===== src/rtl/pa_ifu_icache_tag_ctrl_pkg.sv =====
// Shared constants for the IFU icache tag controller: 2-way tag word layout,
// write-enable slots, FSM encodings and the lookup result record.
package pa_ifu_icache_tag_ctrl_pkg;

  localparam int TAG_WORD_W  = 47;
  localparam int TAG_IDX_W   = 10;
  localparam int TAG_FIELD_W = 22;

  localparam int FIFO_BIT   = 46;
  localparam int W1_VLD     = 45;
  localparam int W0_VLD     = 22;
  localparam int W1_TAG_LSB = 23;
  localparam int W0_TAG_LSB = 0;

  localparam logic [2:0] WEN_NONE = 3'b000;
  localparam logic [2:0] WEN_W0   = 3'b001;
  localparam logic [2:0] WEN_W1   = 3'b010;
  localparam logic [2:0] WEN_FIFO = 3'b100;
  localparam logic [2:0] WEN_ALL  = 3'b111;

  typedef enum logic [1:0] {
    TAG_ST_IDLE     = 2'd0,
    TAG_ST_INV      = 2'd1,
    TAG_ST_INV_DONE = 2'd2
  } tag_state_e;

  typedef struct packed {
    logic hit;
    logic hit_way;
    logic victim_way;
    logic multihit;
  } tag_result_t;

  // Fifo bit points at the way that was not just filled, so it is evicted next.
  function automatic logic [TAG_WORD_W-1:0] refill_word(input logic                   way,
                                                        input logic [TAG_FIELD_W-1:0] tag);
    logic [TAG_WORD_W-1:0] w;
    w           = '0;
    w[FIFO_BIT] = ~way;
    if (way) begin
      w[W1_VLD]                         = 1'b1;
      w[W1_TAG_LSB +: TAG_FIELD_W]      = tag;
    end else begin
      w[W0_VLD]                         = 1'b1;
      w[W0_TAG_LSB +: TAG_FIELD_W]      = tag;
    end
    return w;
  endfunction

  function automatic logic [2:0] refill_wen(input logic way);
    return WEN_FIFO | (way ? WEN_W1 : WEN_W0);
  endfunction

endpackage


===== src/rtl/pa_ifu_icache_tag_ctrl_if.sv =====
// Request/response and tag-array port bundle of the icache tag controller.
// slave: the controller itself; master: fetch, refill FSM and tag array side.
interface pa_ifu_icache_tag_ctrl_if #(
  parameter int TAG_WIDTH = 22
);
  import pa_ifu_icache_tag_ctrl_pkg::*;

  logic                  inv_all_req;
  logic                  inv_busy;
  logic                  inv_done;

  logic                  refill_req;
  logic [TAG_IDX_W-1:0]  refill_idx;
  logic [TAG_WIDTH-1:0]  refill_tag;
  logic                  refill_way;
  logic                  refill_rdy;

  logic                  lookup_req;
  logic [TAG_IDX_W-1:0]  lookup_idx;
  logic [TAG_WIDTH-1:0]  lookup_tag;
  logic                  lookup_rdy;
  logic                  lookup_resp_vld;
  logic                  lookup_hit;
  logic                  lookup_hit_way;
  logic                  lookup_victim_way;
  logic                  lookup_multihit;

  logic                  icache_tag_cen;
  logic [2:0]            icache_tag_wen;
  logic [TAG_IDX_W-1:0]  icache_tag_idx;
  logic [TAG_WORD_W-1:0] icache_tag_din;
  logic [TAG_WORD_W-1:0] icache_tag_dout;

  modport slave (
    input  inv_all_req,
    output inv_busy, inv_done,
    input  refill_req, refill_idx, refill_tag, refill_way,
    output refill_rdy,
    input  lookup_req, lookup_idx, lookup_tag,
    output lookup_rdy, lookup_resp_vld, lookup_hit, lookup_hit_way,
    output lookup_victim_way, lookup_multihit,
    output icache_tag_cen, icache_tag_wen, icache_tag_idx, icache_tag_din,
    input  icache_tag_dout
  );

  modport master (
    output inv_all_req,
    input  inv_busy, inv_done,
    output refill_req, refill_idx, refill_tag, refill_way,
    input  refill_rdy,
    output lookup_req, lookup_idx, lookup_tag,
    input  lookup_rdy, lookup_resp_vld, lookup_hit, lookup_hit_way,
    input  lookup_victim_way, lookup_multihit,
    input  icache_tag_cen, icache_tag_wen, icache_tag_idx, icache_tag_din,
    output icache_tag_dout
  );

endinterface


===== src/rtl/pa_ifu_icache_tag_cmp.sv =====
// Per-way tag compare and victim select on one 2-way tag word; purely combinational.
module pa_ifu_icache_tag_cmp
  import pa_ifu_icache_tag_ctrl_pkg::*;
#(
  parameter int TAG_WIDTH = 22
) (
  input  logic [TAG_WORD_W-1:0] dout_i,
  input  logic [TAG_WIDTH-1:0]  tag_i,
  output tag_result_t           res_o
);

  logic vld0;
  logic vld1;
  logic hit0;
  logic hit1;

  assign vld0 = dout_i[W0_VLD];
  assign vld1 = dout_i[W1_VLD];
  assign hit0 = vld0 & (dout_i[W0_TAG_LSB +: TAG_WIDTH] == tag_i);
  assign hit1 = vld1 & (dout_i[W1_TAG_LSB +: TAG_WIDTH] == tag_i);

  always_comb begin
    res_o          = '0;
    res_o.hit      = hit0 | hit1;
    res_o.hit_way  = hit1 & ~hit0;
    res_o.multihit = hit0 & hit1;
    // Fill empty ways first; only a full set falls back to the fifo bit.
    if (!vld0) begin
      res_o.victim_way = 1'b0;
    end else if (!vld1) begin
      res_o.victim_way = 1'b1;
    end else begin
      res_o.victim_way = dout_i[FIFO_BIT];
    end
  end

endmodule


===== src/rtl/pa_ifu_icache_tag_ctrl.sv =====
// Icache tag array controller: invalidate sweep > refill write > fetch lookup.
// Lookup result two cycles after acceptance, one per cycle; rdy gates requests.
module pa_ifu_icache_tag_ctrl
  import pa_ifu_icache_tag_ctrl_pkg::*;
#(
  parameter int TAG_WIDTH   = 22,
  parameter int INDEX_WIDTH = 5
) (
  input logic                    forever_cpuclk,
  input logic                    cpurst,
  pa_ifu_icache_tag_ctrl_if.slave bus
);

  tag_state_e              state_q;
  logic [INDEX_WIDTH-1:0]  inv_cnt_q;
  logic                    inv_busy_q;
  logic                    inv_done_q;

  logic                    inv_wr;
  logic                    in_idle;
  logic                    refill_rdy;
  logic                    lookup_rdy;
  logic                    refill_fire;
  logic                    lookup_fire;

  logic [TAG_IDX_W-1:0]    inv_idx;
  logic [TAG_IDX_W-1:0]    refill_idx_m;
  logic [TAG_IDX_W-1:0]    lookup_idx_m;
  logic                    unused_idx_hi;

  logic                    arr_cen;
  logic [2:0]              arr_wen;
  logic [TAG_IDX_W-1:0]    idx_d;
  logic [TAG_IDX_W-1:0]    idx_q;
  logic [TAG_WORD_W-1:0]   din_d;
  logic [TAG_WORD_W-1:0]   din_q;

  logic                    lk_vld_q;
  logic [TAG_WIDTH-1:0]    lk_tag_q;
  logic                    rsp_vld_q;
  tag_result_t             cmp_res;
  tag_result_t             rsp_q;

  always_ff @(posedge forever_cpuclk) begin
    if (cpurst) begin
      state_q    <= TAG_ST_INV;
      inv_cnt_q  <= '0;
      inv_busy_q <= 1'b1;
      inv_done_q <= 1'b0;
    end else begin
      inv_done_q <= 1'b0;
      case (state_q)
        TAG_ST_IDLE: begin
          if (bus.inv_all_req) begin
            state_q    <= TAG_ST_INV;
            inv_cnt_q  <= '0;
            inv_busy_q <= 1'b1;
          end
        end
        TAG_ST_INV: begin
          inv_cnt_q <= inv_cnt_q + INDEX_WIDTH'(1);
          if (&inv_cnt_q) begin
            state_q    <= TAG_ST_INV_DONE;
            inv_busy_q <= 1'b0;
            inv_done_q <= 1'b1;
          end
        end
        TAG_ST_INV_DONE: begin
          state_q <= TAG_ST_IDLE;
        end
        default: begin
          state_q    <= TAG_ST_INV;
          inv_cnt_q  <= '0;
          inv_busy_q <= 1'b1;
        end
      endcase
    end
  end

  // Reset is folded in combinationally so the array port is quiet from the first reset cycle.
  assign inv_wr      = ~cpurst & (state_q == TAG_ST_INV);
  assign in_idle     = ~cpurst & (state_q == TAG_ST_IDLE);
  assign refill_rdy  = in_idle & ~bus.inv_all_req;
  assign lookup_rdy  = refill_rdy & ~bus.refill_req;
  assign refill_fire = refill_rdy & bus.refill_req;
  assign lookup_fire = lookup_rdy & bus.lookup_req;

  assign inv_idx       = {{(TAG_IDX_W-INDEX_WIDTH){1'b0}}, inv_cnt_q};
  assign refill_idx_m  = {{(TAG_IDX_W-INDEX_WIDTH){1'b0}}, bus.refill_idx[INDEX_WIDTH-1:0]};
  assign lookup_idx_m  = {{(TAG_IDX_W-INDEX_WIDTH){1'b0}}, bus.lookup_idx[INDEX_WIDTH-1:0]};
  assign unused_idx_hi = ^{bus.refill_idx[TAG_IDX_W-1:INDEX_WIDTH],
                           bus.lookup_idx[TAG_IDX_W-1:INDEX_WIDTH]};

  always_comb begin
    arr_cen = 1'b0;
    arr_wen = WEN_NONE;
    idx_d   = idx_q;
    din_d   = din_q;
    if (inv_wr) begin
      arr_cen = 1'b1;
      arr_wen = WEN_ALL;
      idx_d   = inv_idx;
      din_d   = '0;
    end else if (refill_fire) begin
      arr_cen = 1'b1;
      arr_wen = refill_wen(bus.refill_way);
      idx_d   = refill_idx_m;
      din_d   = refill_word(bus.refill_way, TAG_FIELD_W'(bus.refill_tag));
    end else if (lookup_fire) begin
      arr_cen = 1'b1;
      idx_d   = lookup_idx_m;
    end
  end

  // idx/din keep their last driven value across idle cycles.
  always_ff @(posedge forever_cpuclk) begin
    if (cpurst) begin
      idx_q <= '0;
      din_q <= '0;
    end else begin
      idx_q <= idx_d;
      din_q <= din_d;
    end
  end

  assign bus.icache_tag_cen = arr_cen;
  assign bus.icache_tag_wen = arr_wen;
  assign bus.icache_tag_idx = cpurst ? '0 : idx_d;
  assign bus.icache_tag_din = cpurst ? '0 : din_d;

  always_ff @(posedge forever_cpuclk) begin
    if (lookup_fire) begin
      lk_tag_q <= bus.lookup_tag;
    end
  end

  pa_ifu_icache_tag_cmp #(
    .TAG_WIDTH (TAG_WIDTH)
  ) u_cmp (
    .dout_i (bus.icache_tag_dout),
    .tag_i  (lk_tag_q),
    .res_o  (cmp_res)
  );

  // In-flight lookups are not cancelled by an invalidate request, only by reset.
  always_ff @(posedge forever_cpuclk) begin
    if (cpurst) begin
      lk_vld_q  <= 1'b0;
      rsp_vld_q <= 1'b0;
      rsp_q     <= '0;
    end else begin
      lk_vld_q  <= lookup_fire;
      rsp_vld_q <= lk_vld_q;
      if (lk_vld_q) begin
        rsp_q <= cmp_res;
      end
    end
  end

  assign bus.inv_busy          = cpurst | inv_busy_q;
  assign bus.inv_done          = ~cpurst & inv_done_q;
  assign bus.refill_rdy        = refill_rdy;
  assign bus.lookup_rdy        = lookup_rdy;
  assign bus.lookup_resp_vld   = ~cpurst & rsp_vld_q;
  assign bus.lookup_hit        = rsp_q.hit;
  assign bus.lookup_hit_way    = rsp_q.hit_way;
  assign bus.lookup_victim_way = rsp_q.victim_way;
  assign bus.lookup_multihit   = rsp_q.multihit;

endmodule


===== src/flat_wrapper.sv =====
// flat-port wrapper written by rule: the top's interface ports become plain ports
module pa_ifu_icache_tag_ctrl_flat import pa_ifu_icache_tag_ctrl_pkg::*;
#(
  parameter int TAG_WIDTH   = 22,
  parameter int INDEX_WIDTH = 5
)
  (forever_cpuclk, cpurst, bus_inv_all_req, bus_inv_busy, bus_inv_done, bus_refill_req, bus_refill_idx, bus_refill_tag, bus_refill_way, bus_refill_rdy, bus_lookup_req, bus_lookup_idx, bus_lookup_tag, bus_lookup_rdy, bus_lookup_resp_vld, bus_lookup_hit, bus_lookup_hit_way, bus_lookup_victim_way, bus_lookup_multihit, bus_icache_tag_cen, bus_icache_tag_wen, bus_icache_tag_idx, bus_icache_tag_din, bus_icache_tag_dout);
  pa_ifu_icache_tag_ctrl_if #(.TAG_WIDTH(TAG_WIDTH)) bus_i ();
  input logic forever_cpuclk;
  input logic cpurst;
  input wire logic [$bits(bus_i.inv_all_req)-1:0] bus_inv_all_req;
  output wire logic [$bits(bus_i.inv_busy)-1:0] bus_inv_busy;
  output wire logic [$bits(bus_i.inv_done)-1:0] bus_inv_done;
  input wire logic [$bits(bus_i.refill_req)-1:0] bus_refill_req;
  input wire logic [$bits(bus_i.refill_idx)-1:0] bus_refill_idx;
  input wire logic [$bits(bus_i.refill_tag)-1:0] bus_refill_tag;
  input wire logic [$bits(bus_i.refill_way)-1:0] bus_refill_way;
  output wire logic [$bits(bus_i.refill_rdy)-1:0] bus_refill_rdy;
  input wire logic [$bits(bus_i.lookup_req)-1:0] bus_lookup_req;
  input wire logic [$bits(bus_i.lookup_idx)-1:0] bus_lookup_idx;
  input wire logic [$bits(bus_i.lookup_tag)-1:0] bus_lookup_tag;
  output wire logic [$bits(bus_i.lookup_rdy)-1:0] bus_lookup_rdy;
  output wire logic [$bits(bus_i.lookup_resp_vld)-1:0] bus_lookup_resp_vld;
  output wire logic [$bits(bus_i.lookup_hit)-1:0] bus_lookup_hit;
  output wire logic [$bits(bus_i.lookup_hit_way)-1:0] bus_lookup_hit_way;
  output wire logic [$bits(bus_i.lookup_victim_way)-1:0] bus_lookup_victim_way;
  output wire logic [$bits(bus_i.lookup_multihit)-1:0] bus_lookup_multihit;
  output wire logic [$bits(bus_i.icache_tag_cen)-1:0] bus_icache_tag_cen;
  output wire logic [$bits(bus_i.icache_tag_wen)-1:0] bus_icache_tag_wen;
  output wire logic [$bits(bus_i.icache_tag_idx)-1:0] bus_icache_tag_idx;
  output wire logic [$bits(bus_i.icache_tag_din)-1:0] bus_icache_tag_din;
  input wire logic [$bits(bus_i.icache_tag_dout)-1:0] bus_icache_tag_dout;
  assign bus_i.inv_all_req = bus_inv_all_req;
  assign bus_inv_busy = bus_i.inv_busy;
  assign bus_inv_done = bus_i.inv_done;
  assign bus_i.refill_req = bus_refill_req;
  assign bus_i.refill_idx = bus_refill_idx;
  assign bus_i.refill_tag = bus_refill_tag;
  assign bus_i.refill_way = bus_refill_way;
  assign bus_refill_rdy = bus_i.refill_rdy;
  assign bus_i.lookup_req = bus_lookup_req;
  assign bus_i.lookup_idx = bus_lookup_idx;
  assign bus_i.lookup_tag = bus_lookup_tag;
  assign bus_lookup_rdy = bus_i.lookup_rdy;
  assign bus_lookup_resp_vld = bus_i.lookup_resp_vld;
  assign bus_lookup_hit = bus_i.lookup_hit;
  assign bus_lookup_hit_way = bus_i.lookup_hit_way;
  assign bus_lookup_victim_way = bus_i.lookup_victim_way;
  assign bus_lookup_multihit = bus_i.lookup_multihit;
  assign bus_icache_tag_cen = bus_i.icache_tag_cen;
  assign bus_icache_tag_wen = bus_i.icache_tag_wen;
  assign bus_icache_tag_idx = bus_i.icache_tag_idx;
  assign bus_icache_tag_din = bus_i.icache_tag_din;
  assign bus_i.icache_tag_dout = bus_icache_tag_dout;
  pa_ifu_icache_tag_ctrl #(.TAG_WIDTH(TAG_WIDTH), .INDEX_WIDTH(INDEX_WIDTH)) u_core (.forever_cpuclk(forever_cpuclk), .cpurst(cpurst), .bus(bus_i));
endmodule

===== config.mk =====
export PLATFORM = sky130hd
export DESIGN_NAME = pa_ifu_icache_tag_ctrl_flat
export DESIGN_NICKNAME = d
export VERILOG_FILES = /design/src/rtl/pa_ifu_icache_tag_ctrl_pkg.sv /design/src/rtl/pa_ifu_icache_tag_ctrl_if.sv /design/src/rtl/pa_ifu_icache_tag_cmp.sv /design/src/rtl/pa_ifu_icache_tag_ctrl.sv /design/src/flat_wrapper.sv
export SDC_FILE = /design/constraint.sdc
export NUM_CORES = 1
export LEC_CHECK = 0
export ABC_CLOCK_PERIOD_IN_PS = 3050
export CAP_MARGIN = 20
export CELL_PAD_IN_SITES_DETAIL_PLACEMENT = 1
export CELL_PAD_IN_SITES_GLOBAL_PLACEMENT = 1
export CORE_UTILIZATION = 32
export CTS_CLUSTER_SIZE = 25
export DETAILED_ROUTE_END_ITERATION = 10
export PLACE_DENSITY_LB_ADDON = 0.2
export SYNTH_ARGS = -nofsm -noshare
export SYNTH_HDL_FRONTEND = slang
export SYNTH_SLANG_ARGS = --single-unit

===== constraint.sdc =====
create_clock -name forever_cpuclk -period 3.05 [get_ports forever_cpuclk]
set_input_delay 0.61 -clock forever_cpuclk [delete_from_list [all_inputs] [get_ports forever_cpuclk]]
set_output_delay 0.61 -clock forever_cpuclk [all_outputs]
set_load 0.03 [all_outputs]

==> results.yml <==
sta:
  fmax_mhz: 341.4
  hold_viol: 0
  clock_skew_ps: 4.330
  min_period_ps: 2929
  finalSetupTns_ps: 0
  rsz0062_at_grt: "false"
  setup_viol: 0
  finalCritPeriodShare_pct: 96.05
  slew_headroom_pct: 63.10
  worstMarginPinSlew_ps: 552.3
  slew_viol_final: 0
  whs_ps: 459.0
  finalWorstSetupSlack_ps: 120.6
synth:
  synth_ff_type: "dfxtp_1"
  synth.area.top_cells: "dfxtp_1 35%, edfxtp_1 16%, a21oi_1 7.2%, xor2_1 6.4%, nand2_1 6.1%"
  syn_inst: 435
  synth_edf_count: 22
  synth_seq_cells: 94
  yosysUniqueCellTypes: 40
  ys_seq_area_share_pct: 51.42
  syn_nets: 557
  yosysTopAreaCell: "dfxtp_1"
  netlist_area_um2: 4088
  ys_warn_count: 0
  ys_async_sr_fraction_pct: 0
  postSynthAreaPerCell_um2: 9.397
  yosys.area.top_type_share_pct: 35.26
clock_tree:
  hold_buffers: 0
  path_clk_slew_ps: 70
  cts.sinks: 94
  cts-htree-levels: 3
  numCtsBuffers: 9
  cts_root_buffer: "clkbuf_16"
  cts_max_path_buffers: 2
  clk_latency_ps: 340
  cts_tree: "yes"
grt:
  grt_pass1_vias: 4075
  grt_usage_pct: 20.23
  grt_pass1_wl_um: 20360
  grt_max_degree: 48
  overflow: 0
  antenna_found_initial: 0
drt:
  drtIter0Drc: 167
  drt-pass1-iter-count: 4
  viasPerCell: 4.892
  maxUsedRoutingLayer: "met4"
  wl_met1_um: 5342
  wl_met2_um: 6717
  drt-wirelength-per-cell_um: 16.84
  route.detailed.drc: 0
  drt-total-wl_um: 13270
  antenna_left: 0
  vias: 3855
  route.met3.wl_um: 714
worst_setup_path:
  path_depth: 11
  cp_common_cell: "buf_4"
  start_kind: "flop"
  crit_path_top_delay_cell: "dfxtp_2"
  required_ps: 2440
  worst_r2r_path_depth: 7
  cp_top_family: "buffers and inverters"
  cp_cell_sequence: "inv_1 > ha_1 > nor3b_4 > buf_4 > and2_2 > clkbuf_16 > nor2_4 > nand2_1 > a21oi_2 > buf_4 > buf_12"
  cpPeakStageDelay_ps: 340
  ff2ff_setup_slack_ps: 1140
  cp_num_buf_inv: 5
  setup.worst_path.end_class: "output port"
  critPathArrivalTime_ps: 2320
  cp_max_fo: 23
  critPathKind: "reg2out"
cells_and_area:
  fill_cells: 1407
  final_common_cell: "clkdlybuf4s50_1"
  drive_gt1_share_pct: 18.23
  antennaDiodeCount: 0
  num-nets-final: 737
  areaGrowthSynthToFinish_pct: 55.31
  final_cell_mix: "109 x clkdlybuf4s50_1, 76 x buf_4, 70 x dfxtp_1"
power:
  power_leakage_nw: 2.365
  p_per_area_nw_per_um2: 437.6
  total_power_w: 0.002778
  ir_worst_vdd_mv: 0.2570
die:
  fp.coreArea_um2: 12210
  die_w_um: 115.0
  die_area_um2: 13230
  die_h_um: 115.0
  start_util_pct: 33.47
  io_pins: 187
  rows: 40
placed_design:
  dpl.hpwl_um: 9815
  gp_congestion: 0.7532
  place_ws_ps: -12.34
  io_buffers: 176
run_status:
  outcome: "completed"
run:
  drv_cap: 0
min_path:
  min_path_type: "reg2reg"
  holdPathStages: 2
==> repair_timing <==
action | CTS | global route
endpoints found under the setup margin | 11 | 49
hold endpoints to repair | 0 | 0
gates cloned | 0 | 1
setup buffers | 0 | 0
resized for setup | 2 | 9
==> registers in the layout, indices dropped and copies added (netlist names), 2 cells and up <==
| register | flops |
|---|---|
| u_core.din_q | 47 |
| u_core.idx_q | 10 |
| u_core.inv_cnt_q | 5 |
| u_core.lk_tag_q | 22 |
| u_core.state_q | 2 |
==> cell usage after synthesis (3+ instances only) <==
master / number
dfxtp_1: 72
nand2_1: 66
a21oi_1: 59
xor2_1: 30
nand3_1: 25
edfxtp_1: 22
nand3b_1: 22
clkbuf_1: 17
nor2_1: 15
xnor2_1: 14
inv_1: 10
and2_1: 8
nor4_1: 8
o211ai_1: 6
a31oi_1: 5
buf_2: 5
ha_1: 5
nand4_1: 5
o22a_1: 5
nor2b_1: 4
o21ai_0: 4
or2_2: 4
buf_6: 3
nand2b_1: 3
==> metal layers <==
layer / up-vias / track usage, %
li1: 1857 / -
met1: 1860 / 21.89
met2: 109 / 36.22
met3: 29 / 5.008
met4: 0 / 11.08
met5: - / 0
==> per-stage QoR <==
step / instances / utilization [%] / cell area (um^2)
3_5_place_dp: 771 / 49.09 / 5995
2_1_floorplan: 435 / - / 4093
4_1_cts: 787 / 51.57 / 6297
5_1_grt: 788 / 51.99 / 6349
3_3_place_gp: 771 / 49.09 / 5995
6_report: 788 / 51.99 / 6349
==> area by class of cell <==
cell class	count	area, um^2	area share [%]
sequential	94	2105	33.15
clock inverter	2	11.26	0.1774
clock buffer	14	285.3	4.494
multi-input combinational	303	1833	28.87
tap	168	210.2	3.311
inverter	11	41.29	0.6504
timing repair buffer	196	1863	29.35
==> worst reg2reg max path, cell delays in order, from the launching register on <==
cell and delay, ps:
dfxtp_2 330, inv_1 80, ha_1 160, buf_4 210, clkinv_1 300, o21ai_0 360
nor2_1 80, a211o_1 270
==> worst paths after layout <==
kind,end,startpoint
setup / recovery,bus_icache_tag_din[45],u_core.state_q[0]
hold / removal,u_core.din_q[17],u_core.din_q[17]
setup reg to reg,u_core.state_q[0],u_core.state_q[1]
hold reg to reg,u_core.din_q[17],u_core.din_q[17]
==> cells by family after synthesis <==
kind of cell	synth area share, %
AND/OR/NAND/NOR	21.03
flip-flops	51.42
AO/OA/AOI/OAI	12.21
XOR/XNOR	9.428
buffers and inverters	4.377
adder cells (fa/ha/maj)	1.530
==> report_power, final <==
group	internal (W)	total (W)	switching [W]	leakage (nW)
clock network	0.000648	0.00112	0.000476	0.148
registers	0.00129	0.00130	0.0000109	0.779
logic	0.000205	0.000358	0.000152	1.44
total	0.00214	0.00278	0.000639	2.37
(Power assumes the default switching activity.)
